### config.mk
export PLATFORM = sky130hd
export DESIGN_NAME = trigout_conditioner
export DESIGN_NICKNAME = d
export VERILOG_FILES = /design/src/rtl/trigout_conditioner.sv
export SDC_FILE = /design/constraint.sdc
export NUM_CORES = 1
export LEC_CHECK = 0
export CORE_MARGIN = 1.5
export CORE_UTILIZATION = 57
export DETAILED_ROUTE_END_ITERATION = 7
export PLACE_DENSITY = 0.85
export SETUP_SLACK_MARGIN = 0.05
export SYNTH_ARGS = -nofsm -noshare
export SYNTH_HDL_FRONTEND = slang
export SYNTH_SLANG_ARGS = --single-unit
### constraint.sdc
create_clock -name Clock -period 3.6 [get_ports Clock]
set_clock_uncertainty 0.1 [all_clocks]
set_input_delay 0.72 -clock Clock [delete_from_list [all_inputs] [get_ports Clock]]
set_output_delay 0.72 -clock Clock [all_outputs]
set_load 0.005 [all_outputs]
### src/rtl/trigout_conditioner.sv
// Trigger-out conditioner: detects rising edges on the upstream trigger-out level,
// waits a programmable delay, then emits a pulse of programmable width and polarity.
// Triggers that arrive while a delay or pulse is in progress are dropped and counted.
module trigout_conditioner #(
   parameter int unsigned CNT_W = 16
) (
   input  logic             Clock,
   input  logic             Reset,
   input  logic             EN,
   input  logic             TDin,
   input  logic [CNT_W-1:0] Delay,
   input  logic [CNT_W-1:0] Width,
   input  logic             Polarity,
   output logic             TDout,
   output logic             Busy,
   output logic [7:0]       Miss_Cnt
);

   typedef enum logic [1:0] {
      IDLE  = 2'd0,
      DELAY = 2'd1,
      PULSE = 2'd2
   } state_t;

   state_t           state_q, state_d;
   logic             TDin_q;
   logic             Pulse_q, Pulse_d;
   logic [CNT_W-1:0] dly_q, dly_d;
   logic [CNT_W-1:0] wid_q, wid_d;
   logic [7:0]       miss_q, miss_d;
   logic             detect;

   // TDin_q resets high so a level already asserted at reset release is not an edge
   assign detect = TDin & ~TDin_q;

   // State, counters, pulse and miss counter registers
   always_ff @(posedge Clock) begin
      if (Reset) begin
         state_q <= IDLE;
         TDin_q  <= 1'b1;
         Pulse_q <= 1'b0;
         dly_q   <= '0;
         wid_q   <= '0;
         miss_q  <= '0;
      end else begin
         state_q <= state_d;
         TDin_q  <= TDin;
         Pulse_q <= Pulse_d;
         dly_q   <= dly_d;
         wid_q   <= wid_d;
         miss_q  <= miss_d;
      end
   end

   // Next-state, counter and pulse logic; EN low aborts to IDLE without counting misses
   always_comb begin
      state_d = state_q;
      Pulse_d = Pulse_q;
      dly_d   = dly_q;
      wid_d   = wid_q;
      miss_d  = miss_q;

      if (!EN) begin
         state_d = IDLE;
         Pulse_d = 1'b0;
      end else begin
         if (detect && (state_q != IDLE) && (miss_q != 8'hFF)) begin
            miss_d = miss_q + 8'd1;
         end

         case (state_q)
            IDLE: begin
               Pulse_d = 1'b0;
               if (detect) begin
                  dly_d   = Delay;
                  wid_d   = (Width == '0) ? CNT_W'(1) : Width;
                  state_d = (Delay == '0) ? PULSE : DELAY;
               end
            end
            DELAY: begin
               dly_d = dly_q - CNT_W'(1);
               if (dly_q == CNT_W'(1)) begin
                  state_d = PULSE;
               end
            end
            PULSE: begin
               // First PULSE cycle only arms the output, so the pulse starts one edge later
               if (wid_q == '0) begin
                  state_d = IDLE;
                  Pulse_d = 1'b0;
               end else begin
                  Pulse_d = 1'b1;
                  wid_d   = wid_q - CNT_W'(1);
               end
            end
            default: begin
               state_d = IDLE;
               Pulse_d = 1'b0;
            end
         endcase
      end
   end

   assign TDout    = Pulse_q ^ Polarity;
   assign Busy     = (state_q != IDLE);
   assign Miss_Cnt = miss_q;

endmodule

==> results of run 1 <==
layout make-up:
class | instances | area [sq um] | share of cell area [%]
clock inverter | 1 | 30.03 | 0.9206
timing repair buffer | 51 | 498.0 | 15.27
tap | 52 | 65.06 | 1.995
clock buffer | 7 | 96.34 | 2.954
sequential | 44 | 880.8 | 27.00
multi-input combinational | 281 | 1662 | 50.94
inverter | 8 | 30.03 | 0.9206
tightest hold or removal path: cells and delay by family, from the launching register on:
kind	cells	cell delay, ps
AOI/OAI and AO/OA	1	60
and+or+nand+nor	1	50
DFF	1	330
report_power, final:
group | internal (mW) | switching, mW
clock | 0.245 | 0.171
sequential | 0.498 | 0.0129
combinational | 0.0891 | 0.105
total | 0.833 | 0.288
per-layer routing:
metal  track usage (%)  vias up
met5                 0        -
met4             9.644        0
met3             6.329       13
met2             42.18      121
met1             40.05     1294
li1                  -     1387
cells by family (layout without fill, tap and decap cells):
family	Yosys count	count (layout)	share of synthesized area, %
and+or+nand+nor	157	157	30.24
muxes	3	3	1.223
xor gates and xnor gates	10	10	3.293
AOI/OAI and AO/OA	107	107	25.82
adders and majority gates	4	4	1.882
buffers and inverters	28	67	4.421
DFF	44	44	33.11
final timing paths:
kind / endpoint / start / cells after the start / slack (ps)
worst max register to register: wid_q[0] / wid_q[0] / 7 / 790
worst min register to register: Pulse_q / Pulse_q / 2 / 380
worst min-delay path: Pulse_q / Pulse_q / 2 / 380
worst max-delay path: wid_q[0] / TDin / 6 / 730
state kept, by name (all words and copies together), names as in the netlist:
signal / cells
dly_q: 16
wid_q: 16
TDin_q: 1
Miss_Cnt: 8
state_q: 2
Pulse_q: 1
placed cells by master (no fill, tap or decap), types with 5 or more instances in the layout:
master / n
a211oi_1: 5
nor2_1: 31
nand3_1: 8
xor2_1: 9
nand4_1: 6
a21oi_1: 28
o21ai_0: 22
buf_4: 5
o31ai_1: 9
dfxtp_1: 44
clkbuf_8: 7
nand2_1: 50
a31oi_1: 5
inv_1: 8
clkdlybuf4s50_1: 46
nor4_1: 11
o21ai_1: 8
nor3_1: 14
nor2b_1: 8
per-stage QoR:
| step | setup slack (ps) | util (%) | hold slack, ps | area (sq um) |
|---|---|---|---|---|
| floorplan | 1268 | - | 346.2 | 2660 |
| global placement | 513.3 | 71.03 | 357.6 | 3136 |
| detailed placement | 486.3 | 71.03 | 374.7 | 3136 |
| CTS | 748.1 | 73.89 | 386.4 | 3262 |
| global route | 498.3 | 73.89 | 419.7 | 3262 |
| finish | 727.6 | 73.89 | 381.6 | 3262 |
==> impl_metrics.json, run 1 <==
{
  "cts_hold_buf": 0,
  "clk_path_buf_depth": 2,
  "routed-wl-met3_microns": 547,
  "synth-seq-area-share_pct": 33.11,
  "antenna_found_initial": 0,
  "cap_violations": 0,
  "async_flop_share_pct": 0,
  "cp.arrival_ps": 3010,
  "cts_tree": "yes",
  "postCtsSetupBuffers": 0,
  "grt_overflow_total": 0,
  "syn_area_per_cell_sq_um": 7.536,
  "grt_max_degree": 36,
  "cpPeakStageDelay_ps": 910,
  "worstSetupEndpointType": "flop",
  "area_growth_pct": 22.62,
  "cts.sinks": 44,
  "cp-start-kind": "primary input",
  "drtIter0Drc": 232,
  "fillers": 342,
  "cp_data_required_time_ps": 3730,
  "total_leakage_power_nw": 1.206,
  "port_buffers": 46,
  "grt_pass1_vias": 2547,
  "max_freq_mhz": 348.1,
  "syn_nets": 394,
  "synth_cell_types": 56,
  "synthCells": 353,
  "final_hold_viol_count": 0,
  "drive_gt1_share_pct": 6.378,
  "wl_met2_microns": 3157,
  "num_vias": 2815,
  "rsz0062_at_grt": "false",
  "die_x_microns": 71.32,
  "setup-violations-final": 0,
  "critPathSlowestCell": "a31oi_1",
  "drv_slew": 0,
  "path_clk_slew_ps": 90,
  "synth.area.top_cells": "dfxtp_1 (33%), nand2_1 (7.1%), a21oi_1 (5.3%), nor2_1 (4.4%), o21ai_0 (4.1%)",
  "cts_buffers": 5,
  "hpwl_microns": 4859,
  "htree_levels": 2,
  "synth_edf_count": 0,
  "crit_buf_inv": 1,
  "row_count": 24,
  "synth_common_cells": "nand2_1 (50), dfxtp_1 (44), nor2_1 (31)",
  "grt_pass1_wl_microns": 11610,
  "status": "finished, final reports clean",
  "place_congestion": 0.8683,
  "drt_wl_total_microns": 6880,
  "stdcell_count": 444,
  "wl_per_cell_microns": 15.50,
  "ys_warn_count": 0,
  "remaining_drc_errors": 0,
  "ant_nets": 0,
  "peakVddDrop_v": 0.0002674,
  "tns_ps": 0,
  "core-area_sq_mm": 0.004414,
  "initial_utilization_pct": 60.26,
  "worst_slew_pin_slew_ps": 1192,
  "p_total_mw": 1.121,
  "m1WireLength_microns": 3049,
  "dieArea_sq_mm": 0.005086,
  "placed_cells": 436,
  "crit_type": "primary input to flop",
  "ios": 47,
  "ys_ff_latch": 44,
  "yosysTopAreaCell": "dfxtp_1",
  "track_usage_pct": 28.14,
  "viasPerCell": 6.340,
  "nets": 432,
  "final.period_utilization_pct": 79.79,
  "routed.top_layer": "met4",
  "dr.pass1.iters": 6,
  "post_cts_resized": 0,
  "hp-class": "flop to flop",
  "synth_area_sq_mm": 0.002660,
  "clock-root-buffer": "clkbuf_8",
  "n_antenna_cell": 0,
  "synth.most_common_cell": "nand2_1",
  "cp_top_family": "compound AO/OA/AOI/OAI gates",
  "power.density_mw_per_mm2": 343.6,
  "clock_insertion_delay_worst_skew_ps": 300,
  "path_cells": "clkdlybuf4s50_1, nor2b_1, o21ai_0, a31oi_1, nand3_1, a21oi_1",
  "synth_top_area_share_pct": 33.11,
  "cp_max_fo": 13,
  "synthFlopType": "dfxtp_1",
  "die_h_microns": 71.32,
  "relSlewSlack_pct": 20.15,
  "period_minus_slack_ps": 2872
}
(Power assumes the default switching activity.)
==> inputs of run 2 (changes only) <==
CORE_UTILIZATION = 53   (was 57)
PLACE_DENSITY = 0.8   (was 0.85)
clock period = 2.7 ns   (was 3.6 ns; I/O delays follow)
==> run 2 against run 1 <==
Sequential share of layout area fell by 0.59 points. Power increased by 24%. Highest routed layer unchanged. Sequential cell count did not move. Largest cell class unchanged.
==> impl_metrics.json, run 2 (synthesis gave the netlist of run 1 again) <==
{
  "worst_slew_pin_slew_ps": 476.3,
  "reg2reg_depth": 7,
  "n_antenna_cell": 0,
  "grt_max_degree": 45,
  "clock-root-buffer": "clkbuf_8",
  "drt_wl_total_microns": 6999,
  "mostFrequentLayoutCells": "nand2_1 (50), clkdlybuf4s50_1 (46), dfxtp_1 (44)",
  "cap_violations": 0,
  "place_congestion": 0.9034,
  "die_h_microns": 73.85,
  "nets": 442,
  "grt_pass1_wl_microns": 11730,
  "post_cts_resized": 0,
  "clk_path_buf_depth": 2,
  "path_clk_slew_ps": 90,
  "final_common_cell": "nand2_1",
  "track_usage_pct": 27.26,
  "remaining_drc_errors": 0,
  "cp_data_required_time_ps": 2790,
  "dieArea_sq_mm": 0.005453,
  "cts_hold_buf": 0,
  "rsz0062_at_grt": "false",
  "final.period_utilization_pct": 90.69,
  "drv_slew": 0,
  "core-area_sq_mm": 0.004786,
  "min_path_cells": 2,
  "worstSetupEndpointType": "flop",
  "final_hold_viol_count": 0,
  "grt_overflow_total": 0,
  "crit_type": "flop to flop",
  "cp_max_fo": 5,
  "row_count": 25,
  "ant_nets": 0,
  "cp.arrival_ps": 2540,
  "total_leakage_power_nw": 1.248,
  "postCtsSetupBuffers": 0,
  "cts_tree": "yes",
  "num_vias": 2809,
  "ios": 47,
  "hp-class": "flop to flop",
  "drive_gt1_share_pct": 8.706,
  "clock_insertion_delay_worst_skew_ps": 300,
  "initial_utilization_pct": 55.58,
  "grt_pass1_vias": 2594,
  "hpwl_microns": 4977,
  "die_x_microns": 73.85,
  "cp-start-kind": "flop",
  "period_minus_slack_ps": 2449,
  "wl_per_cell_microns": 14.92,
  "cts_buffers": 5,
  "relSlewSlack_pct": 67.91,
  "dr.pass1.iters": 5,
  "status": "finished, final reports clean",
  "viasPerCell": 5.989,
  "setup-violations-final": 0,
  "max_freq_mhz": 408.4,
  "peakVddDrop_v": 0.0004327,
  "tns_ps": 0,
  "power.density_mw_per_mm2": 418.1,
  "drtIter0Drc": 236,
  "port_buffers": 46,
  "area_growth_pct": 25.35,
  "fin_hold_ws_ps": 379.5,
  "antenna_found_initial": 0,
  "htree_levels": 2,
  "cts.sinks": 44
}
## run 2: report_power, final
group	internal, mW	switching [mW]
Clock	0.205	0.232
Sequential	0.665	0.0170
Combinational	0.132	0.144
Total	1.00	0.393
## run 2: path summary, 6_finish.rpt
check / from / endpoint / slack [ps]
worst max register to register: dly_q[0] / dly_q[10] / 250
worst min register to register: dly_q[13] / dly_q[13] / 380
worst min-delay path: dly_q[13] / dly_q[13] / 380
worst max-delay path: dly_q[0] / dly_q[10] / 250
## run 2: worst max-delay path, cell delays in order, from the launching register on
cell and delay, ps:
dfxtp_1 340, inv_1 100, ha_1 240, or4b_2 650
nor3_1 220, mux2_2 360, a221oi_1 270, nor2_1 70
## run 2: area by class of cell
| class | count | area [sq um] |
|---|---|---|
| Multi-Input combinational cell | 281 | 1662 |
| Fill cell | 417 | 1451 |
| Sequential cell | 44 | 880.8 |
| Timing Repair Buffer | 61 | 585.6 |
| Tap cell | 67 | 83.83 |
| Clock buffer | 6 | 82.58 |
| Inverter | 8 | 30.03 |
| Clock inverter | 2 | 10.01 |
## run 2: stage by stage
step	util [%]	setup WS [ps]	area, sq um	power, mW	cells
after floorplan	-	367.6	2660	0.8455	353
after global placement	67.74	211.5	3242	0.9612	461
after detailed placement	67.74	99.56	3242	0.9662	461
after CTS	69.67	260.2	3334	1.398	469
after global routing	69.67	130.4	3334	1.454	469
final	69.67	251.4	3334	1.394	469
## run 2: metal layers
metal	vias up	wire length [microns]	global-route usage [%]
met3	16	404	5.213
met1	1295	3376	38.66
met5	-	0	0
met4	0	110	8.848
met2	104	3108	41.44
li1	1394	-	-
==> inputs of run 3 (changes only) <==
ABC_CLOCK_PERIOD_IN_PS = 2700   (was default)
GPL_TIMING_DRIVEN = 1   (was default)
MAX_ROUTING_LAYER = met4   (was default)
==> run 3 against run 2 <==
Non-clock buffer count unchanged. Cell area shrank 0.45%. Hold slack got worse by 7.2 ps. Die area stayed put. Setup slack gained 18 ps. Critical endpoint unchanged. Largest power group unchanged.
==> impl_metrics.json, run 3 (synthesis gave the netlist of run 1 again) <==
{
  "final.period_utilization_pct": 90.04,
  "p_total_mw": 1.356,
  "core-area_sq_mm": 0.004786,
  "post_cts_resized": 0,
  "power.density_mw_per_mm2": 408.5,
  "cp.arrival_ps": 2520,
  "cts.sinks": 44,
  "nets": 442,
  "hp-class": "flop to flop",
  "period_minus_slack_ps": 2431,
  "place_congestion": 0.9542,
  "fillers": 409,
  "min_to": "Pulse_q",
  "cts_buffers": 5,
  "clock-root-buffer": "clkbuf_8",
  "antenna_found_initial": 0,
  "cp_data_required_time_ps": 2790,
  "grt_max_degree": 45,
  "hpwl_microns": 5041,
  "clk_path_buf_depth": 2,
  "track_usage_pct": 27.56,
  "die_x_microns": 73.85,
  "mostFrequentLayoutCells": "nand2_1 (50), clkdlybuf4s50_1 (46), dfxtp_1 (44)",
  "grt_overflow_total": 0,
  "r2r_start": "dly_q[0]",
  "worst_slew_pin_slew_ps": 493.4,
  "htree_levels": 2,
  "crit_type": "flop to flop",
  "path_clk_slew_ps": 80,
  "final_common_cell": "nand2_1",
  "viasPerCell": 6.049,
  "drv_slew": 0,
  "num_vias": 2831,
  "tns_ps": 0,
  "die_h_microns": 73.85,
  "total_leakage_power_nw": 1.238,
  "max_freq_mhz": 411.3,
  "cp-start-kind": "flop",
  "row_count": 25,
  "rsz0062_at_grt": "false",
  "r2r-end": "dly_q[10]",
  "drive_gt1_share_pct": 8.229,
  "cp_max_fo": 5,
  "ant_nets": 0,
  "setup-violations-final": 0,
  "worstHoldStart": "Pulse_q",
  "initial_utilization_pct": 55.58,
  "grt_pass1_vias": 2491,
  "final_hold_viol_count": 0,
  "status": "finished, final reports clean",
  "cap_violations": 0,
  "ff2ff_setup_slack_ps": 270,
  "clock_insertion_delay_worst_skew_ps": 300,
  "area_growth_pct": 24.79,
  "min_path_cells": 2,
  "reg2reg_depth": 7,
  "drtIter0Drc": 190,
  "dr.pass1.iters": 5,
  "cts_hold_buf": 0,
  "n_antenna_cell": 0,
  "ios": 47,
  "wl_per_cell_microns": 14.94,
  "worstSetupEndpointType": "flop",
  "drt_wl_total_microns": 6991,
  "postCtsSetupBuffers": 0,
  "port_buffers": 46,
  "peakVddDrop_v": 0.0003602,
  "relSlewSlack_pct": 66.80,
  "dieArea_sq_mm": 0.005453,
  "cts_tree": "yes",
  "remaining_drc_errors": 0,
  "grt_pass1_wl_microns": 11500
}
run 3: how the worst max path moves through the flow:
stage	start	to	slack (ps)	cells past startpoint
floorplan	dly_q[0]	dly_q[10]	370	8
global placement	TDin	wid_q[1]	260	6
detailed placement	TDin	wid_q[1]	170	6
CTS	dly_q[0]	dly_q[10]	280	7
global route	dly_q[0]	dly_q[10]	120	7
finish	dly_q[0]	dly_q[10]	270	7
run 3: final cells by class:
cell class                 count  area (sq um)  share of cell area, %
timing repair buffer          61         585.6                  17.64
tap                           67         83.83                  2.525
clock buffer                   6         72.57                  2.186
sequential                    44         880.8                  26.54
clock inverter                 1         5.005                 0.1508
inverter                       8         30.03                 0.9046
multi-input combinational    281          1662                  50.06
run 3: metrics by stage:
stage / hold slack (ps) / instances / util [%] / instance area (sq um) / worst slack [ps]
after floorplan: 346.2 / 353 / - / 2660 / 367.6
after global placement: 362.3 / 461 / 67.74 / 3242 / 258.6
after detailed placement: 363.4 / 461 / 67.74 / 3242 / 169.1
after CTS: 374.6 / 468 / 69.36 / 3319 / 277.7
after global routing: 400.7 / 468 / 69.36 / 3319 / 122.9
final: 372.3 / 468 / 69.36 / 3319 / 268.9
run 3: critical path: stages (launching register included):
cell and delay [ps]:
dfxtp_1 350, inv_1 100, ha_1 250, or4b_2 660, nor3_1 210, mux2_2 360
a221oi_1 250, nor2_1 60
run 3: metal layers:
layer	up-vias	GRT usage, %	routed length, microns
li1	1396	-	-
met1	1312	38.15	3294
met2	114	41.84	3139
met3	9	4.527	494
met4	0	6.790	63
met5	-	-	0
run 3: report_power, final:
group / leakage (nW) / internal, mW / total, mW / switching [mW]
Clock: 0.0410 / 0.176 / 0.400 / 0.223
Combinational: 0.840 / 0.132 / 0.274 / 0.142
Sequential: 0.356 / 0.665 / 0.682 / 0.0177
Total: 1.24 / 0.973 / 1.36 / 0.383
